--- src/rtl/maze_pg_if.sv ---
// Power-gating control bundle between the mesh-side requester (master) and
// maze_pg_ctrl (slave).
//   pg_req / pg_req_node : gate request and target node {vp[2:0], hp[2:0]}
//   pg_rel               : release request for the gated node
//   net_busy             : OR of all in-flight mesh valids
//   pg_en / pg_node      : clock gate enable and latched target node
//   inj_hold             : mesh-wide block on new A-port injection
//   node_rst_n           : active-low reset for node pg_node
//   pg_busy / pg_done    : sequencer busy, completion pulse
//   err_tmo              : sticky, last gate was forced by drain timeout
interface maze_pg_if #(
  parameter int unsigned ID_W = 6
) ();
  logic            pg_req;
  logic [ID_W-1:0] pg_req_node;
  logic            pg_rel;
  logic            net_busy;
  logic            pg_en;
  logic [ID_W-1:0] pg_node;
  logic            inj_hold;
  logic            node_rst_n;
  logic            pg_busy;
  logic            pg_done;
  logic            err_tmo;

  modport master (
    output pg_req, pg_req_node, pg_rel, net_busy,
    input  pg_en, pg_node, inj_hold, node_rst_n, pg_busy, pg_done, err_tmo
  );

  modport slave (
    input  pg_req, pg_req_node, pg_rel, net_busy,
    output pg_en, pg_node, inj_hold, node_rst_n, pg_busy, pg_done, err_tmo
  );
endinterface

--- src/rtl/maze_pg_ctrl.sv ---
// Power-gating sequencer for one node of the 8x8 MAZE mesh.
// Gate request -> hold injection mesh-wide, wait for the mesh to drain
// (or time out), then gate the node's clock. Release -> ungate, hold the
// node in reset for RST_HOLD cycles, then resume injection.
// Ports:
//   clk, rst_n : clock, asynchronous active-low reset
//   pg         : maze_pg_if slave modport (requests in, gating controls out)
// All outputs are registered.
module maze_pg_ctrl #(
  parameter int unsigned ID_W      = 6,
  parameter int unsigned DRAIN_CYC = 16,
  parameter int unsigned TIMEOUT   = 1024,
  parameter int unsigned RST_HOLD  = 4
) (
  input  logic     clk,
  input  logic     rst_n,
  maze_pg_if.slave pg
);

  localparam int unsigned IdleW = $clog2(DRAIN_CYC + 1);
  localparam int unsigned TmoW  = $clog2(TIMEOUT + 1);
  localparam int unsigned RstW  = $clog2(RST_HOLD + 1);

  typedef enum logic [1:0] {StIdle, StQuiesce, StGated, StWake} state_e;

  state_e          state_q, state_d;
  logic [IdleW-1:0] idle_cnt_q, idle_cnt_d;
  logic [TmoW-1:0]  tmo_cnt_q, tmo_cnt_d;
  logic [RstW-1:0]  rst_cnt_q, rst_cnt_d;
  logic [ID_W-1:0]  pg_node_q, pg_node_d;
  logic            pg_en_q, pg_en_d;
  logic            inj_hold_q, inj_hold_d;
  logic            node_rst_n_q, node_rst_n_d;
  logic            pg_busy_q, pg_busy_d;
  logic            pg_done_q, pg_done_d;
  logic            err_tmo_q, err_tmo_d;

  logic drain_ok, tmo_hit;

  always_comb begin
    state_d    = state_q;
    idle_cnt_d = idle_cnt_q;
    tmo_cnt_d  = tmo_cnt_q;
    rst_cnt_d  = rst_cnt_q;
    pg_node_d  = pg_node_q;
    err_tmo_d  = err_tmo_q;
    pg_done_d  = 1'b0;

    // Exit conditions evaluated against the current-cycle counter values.
    drain_ok = !pg.net_busy && (idle_cnt_q == IdleW'(DRAIN_CYC - 1));
    tmo_hit  = (tmo_cnt_q == TmoW'(TIMEOUT - 1));

    unique case (state_q)
      StIdle: begin
        // pg_rel is not looked at here, so a simultaneous request wins.
        if (pg.pg_req) begin
          pg_node_d  = pg.pg_req_node;
          err_tmo_d  = 1'b0;
          idle_cnt_d = '0;
          tmo_cnt_d  = '0;
          state_d    = StQuiesce;
        end
      end
      StQuiesce: begin
        if (pg.net_busy) begin
          idle_cnt_d = '0;
        end else if (idle_cnt_q != IdleW'(DRAIN_CYC)) begin
          idle_cnt_d = idle_cnt_q + 1'b1;
        end
        if (tmo_cnt_q != TmoW'(TIMEOUT)) begin
          tmo_cnt_d = tmo_cnt_q + 1'b1;
        end
        // A clean drain takes priority so err_tmo only flags a real force.
        if (drain_ok) begin
          state_d   = StGated;
          pg_done_d = 1'b1;
        end else if (tmo_hit) begin
          state_d   = StGated;
          err_tmo_d = 1'b1;
          pg_done_d = 1'b1;
        end
      end
      StGated: begin
        if (pg.pg_rel) begin
          rst_cnt_d = '0;
          state_d   = StWake;
        end
      end
      StWake: begin
        if (rst_cnt_q != RstW'(RST_HOLD)) begin
          rst_cnt_d = rst_cnt_q + 1'b1;
        end
        if (rst_cnt_q == RstW'(RST_HOLD - 1)) begin
          state_d   = StIdle;
          pg_done_d = 1'b1;
        end
      end
      default: state_d = StIdle;
    endcase

    // Outputs are decoded from the next state so they change with it.
    pg_en_d      = (state_d == StGated);
    inj_hold_d   = (state_d == StQuiesce) || (state_d == StWake);
    node_rst_n_d = (state_d != StWake);
    pg_busy_d    = (state_d != StIdle);
  end

  always_ff @(posedge clk or negedge rst_n) begin
    if (!rst_n) begin
      state_q      <= StIdle;
      idle_cnt_q   <= '0;
      tmo_cnt_q    <= '0;
      rst_cnt_q    <= '0;
      pg_node_q    <= '0;
      pg_en_q      <= 1'b0;
      inj_hold_q   <= 1'b0;
      node_rst_n_q <= 1'b1;
      pg_busy_q    <= 1'b0;
      pg_done_q    <= 1'b0;
      err_tmo_q    <= 1'b0;
    end else begin
      state_q      <= state_d;
      idle_cnt_q   <= idle_cnt_d;
      tmo_cnt_q    <= tmo_cnt_d;
      rst_cnt_q    <= rst_cnt_d;
      pg_node_q    <= pg_node_d;
      pg_en_q      <= pg_en_d;
      inj_hold_q   <= inj_hold_d;
      node_rst_n_q <= node_rst_n_d;
      pg_busy_q    <= pg_busy_d;
      pg_done_q    <= pg_done_d;
      err_tmo_q    <= err_tmo_d;
    end
  end

  assign pg.pg_en      = pg_en_q;
  assign pg.pg_node    = pg_node_q;
  assign pg.inj_hold   = inj_hold_q;
  assign pg.node_rst_n = node_rst_n_q;
  assign pg.pg_busy    = pg_busy_q;
  assign pg.pg_done    = pg_done_q;
  assign pg.err_tmo    = err_tmo_q;

endmodule

--- src/flat_wrapper.sv ---
// flat-port wrapper written by rule: the top's interface ports become plain ports
module maze_pg_ctrl_flat 
#(
  parameter int unsigned ID_W      = 6,
  parameter int unsigned DRAIN_CYC = 16,
  parameter int unsigned TIMEOUT   = 1024,
  parameter int unsigned RST_HOLD  = 4
)
  (clk, rst_n, pg_pg_req, pg_pg_req_node, pg_pg_rel, pg_net_busy, pg_pg_en, pg_pg_node, pg_inj_hold, pg_node_rst_n, pg_pg_busy, pg_pg_done, pg_err_tmo);
  maze_pg_if #(.ID_W(ID_W)) pg_i ();
  input  logic clk;
  input  logic rst_n;
  input wire logic [$bits(pg_i.pg_req)-1:0] pg_pg_req;
  input wire logic [$bits(pg_i.pg_req_node)-1:0] pg_pg_req_node;
  input wire logic [$bits(pg_i.pg_rel)-1:0] pg_pg_rel;
  input wire logic [$bits(pg_i.net_busy)-1:0] pg_net_busy;
  output wire logic [$bits(pg_i.pg_en)-1:0] pg_pg_en;
  output wire logic [$bits(pg_i.pg_node)-1:0] pg_pg_node;
  output wire logic [$bits(pg_i.inj_hold)-1:0] pg_inj_hold;
  output wire logic [$bits(pg_i.node_rst_n)-1:0] pg_node_rst_n;
  output wire logic [$bits(pg_i.pg_busy)-1:0] pg_pg_busy;
  output wire logic [$bits(pg_i.pg_done)-1:0] pg_pg_done;
  output wire logic [$bits(pg_i.err_tmo)-1:0] pg_err_tmo;
  assign pg_i.pg_req = pg_pg_req;
  assign pg_i.pg_req_node = pg_pg_req_node;
  assign pg_i.pg_rel = pg_pg_rel;
  assign pg_i.net_busy = pg_net_busy;
  assign pg_pg_en = pg_i.pg_en;
  assign pg_pg_node = pg_i.pg_node;
  assign pg_inj_hold = pg_i.inj_hold;
  assign pg_node_rst_n = pg_i.node_rst_n;
  assign pg_pg_busy = pg_i.pg_busy;
  assign pg_pg_done = pg_i.pg_done;
  assign pg_err_tmo = pg_i.err_tmo;
  maze_pg_ctrl #(.ID_W(ID_W), .DRAIN_CYC(DRAIN_CYC), .TIMEOUT(TIMEOUT), .RST_HOLD(RST_HOLD)) u_core (.clk(clk), .rst_n(rst_n), .pg(pg_i));
endmodule
--- config.mk ---
export PLATFORM = sky130hd
export DESIGN_NAME = maze_pg_ctrl_flat
export DESIGN_NICKNAME = d
export VERILOG_FILES = /design/src/rtl/maze_pg_if.sv /design/src/rtl/maze_pg_ctrl.sv /design/src/flat_wrapper.sv
export SDC_FILE = /design/constraint.sdc
export NUM_CORES = 1
export LEC_CHECK = 0
export CAP_MARGIN = 10
export CORE_UTILIZATION = 30
export DETAILED_ROUTE_END_ITERATION = 6
export GPL_ROUTABILITY_DRIVEN = 0
export GPL_TIMING_DRIVEN = 0
export RECOVER_POWER = 50
export SLEW_MARGIN = 20
export SYNTH_ARGS = -nofsm -noshare
export SYNTH_HDL_FRONTEND = slang
export SYNTH_SLANG_ARGS = --single-unit
--- constraint.sdc ---
create_clock -name clk -period 3 [get_ports clk]
set_clock_uncertainty 0.15 [all_clocks]
set_input_delay 0.6 -clock clk [delete_from_list [all_inputs] [get_ports clk]]
set_output_delay 0.6 -clock clk [all_outputs]
set_load 0.02 [all_outputs]
Yosys cells after proc, flatten, opt, wreduce, memory -nomap -nowiden

Cells that the tools add are included.

$add $sub $neg: 3
Equality and inequality tests: 20
Multiplexer cells: 24
Reductions and logical operators: 12

Operators with widths:

| kind                    | number |
|---|---|
| $mux W11                | 2 |
| $pmux W11 S2            | 1 |
| $mux W5                 | 3 |
| $add A11 B1 Y11 const B | 1 |
| $eq A11 B10 Y1 const B  | 1 |
| $ne A11 B11 Y1 const B  | 1 |
| $mux W2                 | 5 |
| $pmux W5 S2             | 1 |
| $reduce_and A3 Y1       | 3 |
| $eq A2 B2 Y1 const B    | 4 |
| $ne A2 B2 Y1 const B    | 4 |
| $pmux W2 S4             | 1 |
| $mux W1                 | 6 |
| $mux W3                 | 2 |
| $ne A2 B1 Y1 const B    | 3 |
| $pmux W3 S2             | 1 |
| $reduce_bool A2 Y1      | 3 |
| $add A5 B1 Y5 const B   | 1 |
| $eq A5 B4 Y1 const B    | 1 |
| $ne A5 B5 Y1 const B    | 1 |
| $eq A2 B1 Y1 const B    | 2 |
| $pmux W1 S2             | 2 |
| $reduce_and A4 Y1       | 1 |
| $add A3 B1 Y3 const B   | 1 |
| other kinds (8)         | 8 |

Bits in registers: 33
Bits of input ports: 11
Output and inout bits: 12

Logic depth before layout (Yosys ltp)

Word-level depth: 6
Gate-level depth with buffers: 7

Least setup slack after synthesis

No wires, ideal clock.

Path kind: flip-flop to flip-flop
Start: reg u_core.state_q[0]
End: reg u_core.pg_node_q[5] (netlist: u_core.pg.pg_node[5])
Data arrival time: 1484 ps
Required time: 2725 ps
Slack: 1241 ps
Stages on the path, launching flop included: 5
Period minus slack after synthesis: 1759 ps
Cell sequence: dfrtp_1 -> buf_4 -> nor2_1 -> buf_4 -> mux2_2

Longest elaborated chain between the ends: 2

Ends and longest elaborated chain:

| what                               | line                | RTL |
|---|---|---|
| start: declaration                 | maze_pg_ctrl.sv:26  | `state_e state_q, state_d;` |
| start signal: assignment           | maze_pg_ctrl.sv:110 | `state_q <= StIdle;` |
| start signal: assignment           | maze_pg_ctrl.sv:122 | `state_q <= state_d;` |
| $logic_not A2 Y1                   | maze_pg_ctrl.sv:53  | `unique case (state_q)` |
| $reduce_and A2 Y1 (no source line) | n/a                 |  |
| end signal: assignment             | maze_pg_ctrl.sv:126 | `pg_node_q <= pg_node_d;` |
| end: declaration                   | maze_pg_ctrl.sv:30  | `logic [ID_W-1:0] pg_node_q, pg_node_d;` |

No other way between the ends.
A chain may end at the register's enable or synchronous reset.

Worst setup path after layout

Start: in pg_pg_req
End: reg u_core.pg_node_q[5] (netlist: u_core.pg.pg_node[5])

Longest elaborated chain between the ends: 1

Ends and longest elaborated chain:

| what                               | line               | RTL |
|---|---|---|
| start: declaration                 | flat_wrapper.sv:13 | `input wire logic [$bits(pg_i.pg_req)-1:0] pg_pg_req;` |
| $reduce_and A2 Y1 (no source line) | n/a                |  |

No other way between the ends.

==> flow_summary.json <==
{
  "status": "completed",
  "vias_per_cell": 4.833,
  "synth-simple-area-share_pct": 18.82,
  "drc": 0,
  "critPathMaxStageDelay_ps": 620,
  "final_hold_viol_count": 0,
  "slew_viol_final": 0,
  "hp-class": "in -> async",
  "cts_tree": "built",
  "core_area_um2": 5172,
  "synth_compound_area_share_pct": 13.13,
  "cp_data_required_time_ps": 3010,
  "n_antenna_cell": 0,
  "worst_slack_ps": 632.7,
  "crit_path_start_kind": "primary input",
  "synthFlopType": "dfrtp_1",
  "grt_setup_unrepaired": "false",
  "finalNonFillerCells": 263,
  "min_period_ps": 2367,
  "cts_setup_buffers": 0,
  "p_per_area_nw_per_um2": 575.9,
  "hold_buffers": 0,
  "dr.pass1.iters": 4,
  "place_ws_ps": 404.1,
  "whs_ps": 140.8,
  "synth_seq_cells": 32,
  "syn_area_um2": 1629,
  "crit_slowest_cell": "dlygate4sd3_1",
  "die_area_um2": 5729,
  "grt.total_usage_pct": 13.01,
  "htree_levels": 2,
  "grt_pass1_vias": 1126,
  "dpl_cell_area_um2": 1959,
  "port_buffers": 22,
  "ant_nets": 0,
  "critPathMaxFanout": 10,
  "die_w_um": 75.69,
  "ir_drop_uv": 364.0,
  "setup_violations": 0,
  "ioPinCount": 23,
  "crit_arrival_ps": 2380,
  "timing.fmax_mhz": 422.4,
  "path_cells": "dlygate4sd3_1 -> nand2_1 -> nor2_1 -> buf_4 -> mux2_2",
  "wirelength_um": 3225,
  "wl_per_cell_um": 12.26,
  "path_buf_inv": 2,
  "cts_made_buffers": 5,
  "rows": 26,
  "clkTransAtPathRegs_ps": 70,
  "synth_warnings": 0,
  "area_growth_pct": 24.35,
  "drive_gt1_share_pct": 10.36,
  "seq_area_frac_synth_pct": 49.23,
  "syn_area_per_cell_um2": 10.06,
  "cts_resized": 0,
  "die_height_um": 75.69,
  "num-fill-cells": 516,
  "hpwl_um": 2318,
  "r2r_slack_ps": 1020,
  "syn_inst": 162,
  "relSlewSlack_pct": 21.71,
  "grt_max_degree": 22,
  "min_period_over_period_pct": 78.91,
  "clk_path_buf_depth": 2,
  "synth_xor_area_share_pct": 3.226,
  "synth-edff-count": 0,
  "via_count": 1271,
  "synth_mux_area_share_pct": 4.762,
  "synth_fp_nets": 181,
  "post-place-cells": 255,
  "grt_pass1_wl_um": 5402,
  "clock-root-buffer": "clkbuf_8",
  "clk_latency_ps": 280,
  "start_util_pct": 31.49,
  "critical_path_class": "in -> reg",
  "final_area_um2": 2026,
  "end_kind": "flip-flop",
  "drtIter0Drc": 88,
  "fin_setup_tns_ps": 0,
  "antenna_found_initial": 0,
  "tightest_slew_ps": 1174,
  "synth_top_family_by_area": "simple AND/OR/NAND/NOR gates",
  "overflow": 0,
  "synth.distinct_cells": 36,
  "power.leakage_nw": 0.8613,
  "clock_sink_count": 32,
  "cp_top_family": "buffers and inverters",
  "nNetsFinal": 211,
  "synthAdderAreaFrac_pct": 6.144,
  "async_flop_share_pct": 100.0,
  "maxCapViolCount": 0
}
logic make-up after synthesis:
group,after synthesis
AO/OA/AOI/OAI,34
flip-flops,32
adder cells (fa/ha/maj),8
buffers and inverters,17
XOR/XNOR,6
multiplexers,7
AND/OR/NAND/NOR,58
power breakdown:
part | total (mW) | switching [mW] | internal [mW]
logic | 0.249 | 0.132 | 0.118
clock network | 0.339 | 0.156 | 0.183
registers | 0.579 | 0.0746 | 0.504
total | 1.17 | 0.362 | 0.805
cell type report:
cell class / count / area, um2 / area share, %
Clock buffer: 6 / 82.58 / 4.077
Tap cell: 70 / 87.58 / 4.324
Clock inverter: 2 / 10.01 / 0.4941
Multi-Input combinational cell: 113 / 750.7 / 37.06
Buffer: 6 / 33.78 / 1.668
Inverter: 11 / 41.29 / 2.038
Timing Repair Buffer: 23 / 217.7 / 10.75
Sequential cell: 32 / 802.0 / 39.59
worst register-to-register path: stages (launching register included):
cell	delay, ps
dfrtp_1	450
inv_1	120
nand2_1	80
nor2_1	440
buf_4	280
mux2_2	340
metrics by stage:
stage / utilization, % / power [mW]
3_5_place_dp: 37.88 / 0.8407
5_1_grt: 39.16 / 1.245
3_3_place_gp: 37.45 / 0.8328
2_1_floorplan: - / 0.7511
6_report: 39.16 / 1.167
4_1_cts: 39.67 / 1.189
cells in the mapped netlist, types with 2 or more instances:
| library cell | number | area (um2) |
|---|---|---|
| a21oi_1 | 6 | 30.03 |
| a22o_1 | 5 | 43.79 |
| and4_1 | 2 | 17.52 |
| buf_4 | 3 | 22.52 |
| clkbuf_1 | 2 | 7.510 |
| dfrtp_1 | 31 | 775.7 |
| ha_1 | 8 | 100.1 |
| inv_1 | 11 | 41.29 |
| mux2_2 | 6 | 67.56 |
| nand2_1 | 11 | 41.29 |
| nand2b_1 | 2 | 12.51 |
| nand3_1 | 9 | 45.04 |
| nand4_1 | 3 | 18.77 |
| nor2_1 | 13 | 48.80 |
| nor2b_1 | 5 | 31.28 |
| nor3_1 | 2 | 10.01 |
| nor4_1 | 5 | 31.28 |
| o21ai_0 | 14 | 70.07 |
| o22ai_1 | 2 | 12.51 |
| o31ai_1 | 2 | 15.01 |
| xnor2_1 | 4 | 35.03 |
| xor2_1 | 2 | 17.52 |
metal layers:
metal  track usage [%]  part of all wire [%]  up-vias  wire [um]
li1                  -                     -      630          -
met1             18.55                    53      599       1704
met2             18.75                    42       38       1345
met3             3.571                   4.5        4        144
met4             4.938                  0.93        0         30
met5                 0                     0        -          0
registers in the layout (all words and copies together), names as in the netlist:
| register | cells |
|---|---|
| u_core.tmo_cnt_q | 11 |
| u_core.pg.pg_node | 6 |
| u_core.idle_cnt_q | 5 |
| u_core.rst_cnt_q | 3 |
| u_core.state_q | 2 |
| u_core.pg.err_tmo | 1 |
| u_core.pg.node_rst_n | 1 |
| u_core.pg.pg_busy | 1 |
| u_core.pg.pg_done | 1 |
| u_core.pg.pg_en | 1 |
cells in the final DEF (no fill, tap or decap):
cell / Yosys / layout
a22o_1: 5 / 5
nor2b_1: 5 / 5
nand2_1: 11 / 11
ha_1: 8 / 8
nor4_1: 5 / 5
dlygate4sd3_1: 0 / 2
a211o_1: 1 / 1
clkbuf_8: 0 / 6
xnor2_1: 4 / 4
o22ai_1: 2 / 2
nand4_1: 3 / 3
nand3_2: 1 / 1
nor3_1: 2 / 2
nand3_1: 9 / 9
mux2_2: 6 / 6
clkbuf_1: 2 / 5
nor2_1: 13 / 13
or3_1: 1 / 1
and3_1: 1 / 1
nand4bb_1: 1 / 1
or4_1: 1 / 1
inv_1: 11 / 11
xor2_1: 2 / 2
dfstp_2: 1 / 1
dfrtp_1: 31 / 31
mux2i_1: 1 / 1
a21oi_1: 6 / 6
o31ai_1: 2 / 2
nand2b_1: 2 / 2
a22oi_1: 1 / 1
o21ai_0: 14 / 14
clkdlybuf4s50_1: 0 / 19
and4_1: 2 / 2
o21ba_1: 1 / 1
clkinv_2: 0 / 2
o31a_1: 1 / 1
buf_4: 3 / 3
or3b_2: 1 / 1
o21bai_1: 1 / 1
worst paths after layout:
path,from,end,cells past startpoint
worst max-delay path,pg_pg_req,u_core.pg.pg_node[5],5
worst min-delay path,rst_n,u_core.pg.err_tmo,1
worst max register to register,u_core.state_q[1],u_core.pg.pg_node[5],5
worst min register to register,u_core.idle_cnt_q[3],u_core.idle_cnt_q[3],1
max in group asynchronous,rst_n,u_core.tmo_cnt_q[2],2
min in group clk,u_core.idle_cnt_q[3],u_core.idle_cnt_q[3],1
Note: power is estimated with default switching activity, not from simulation.
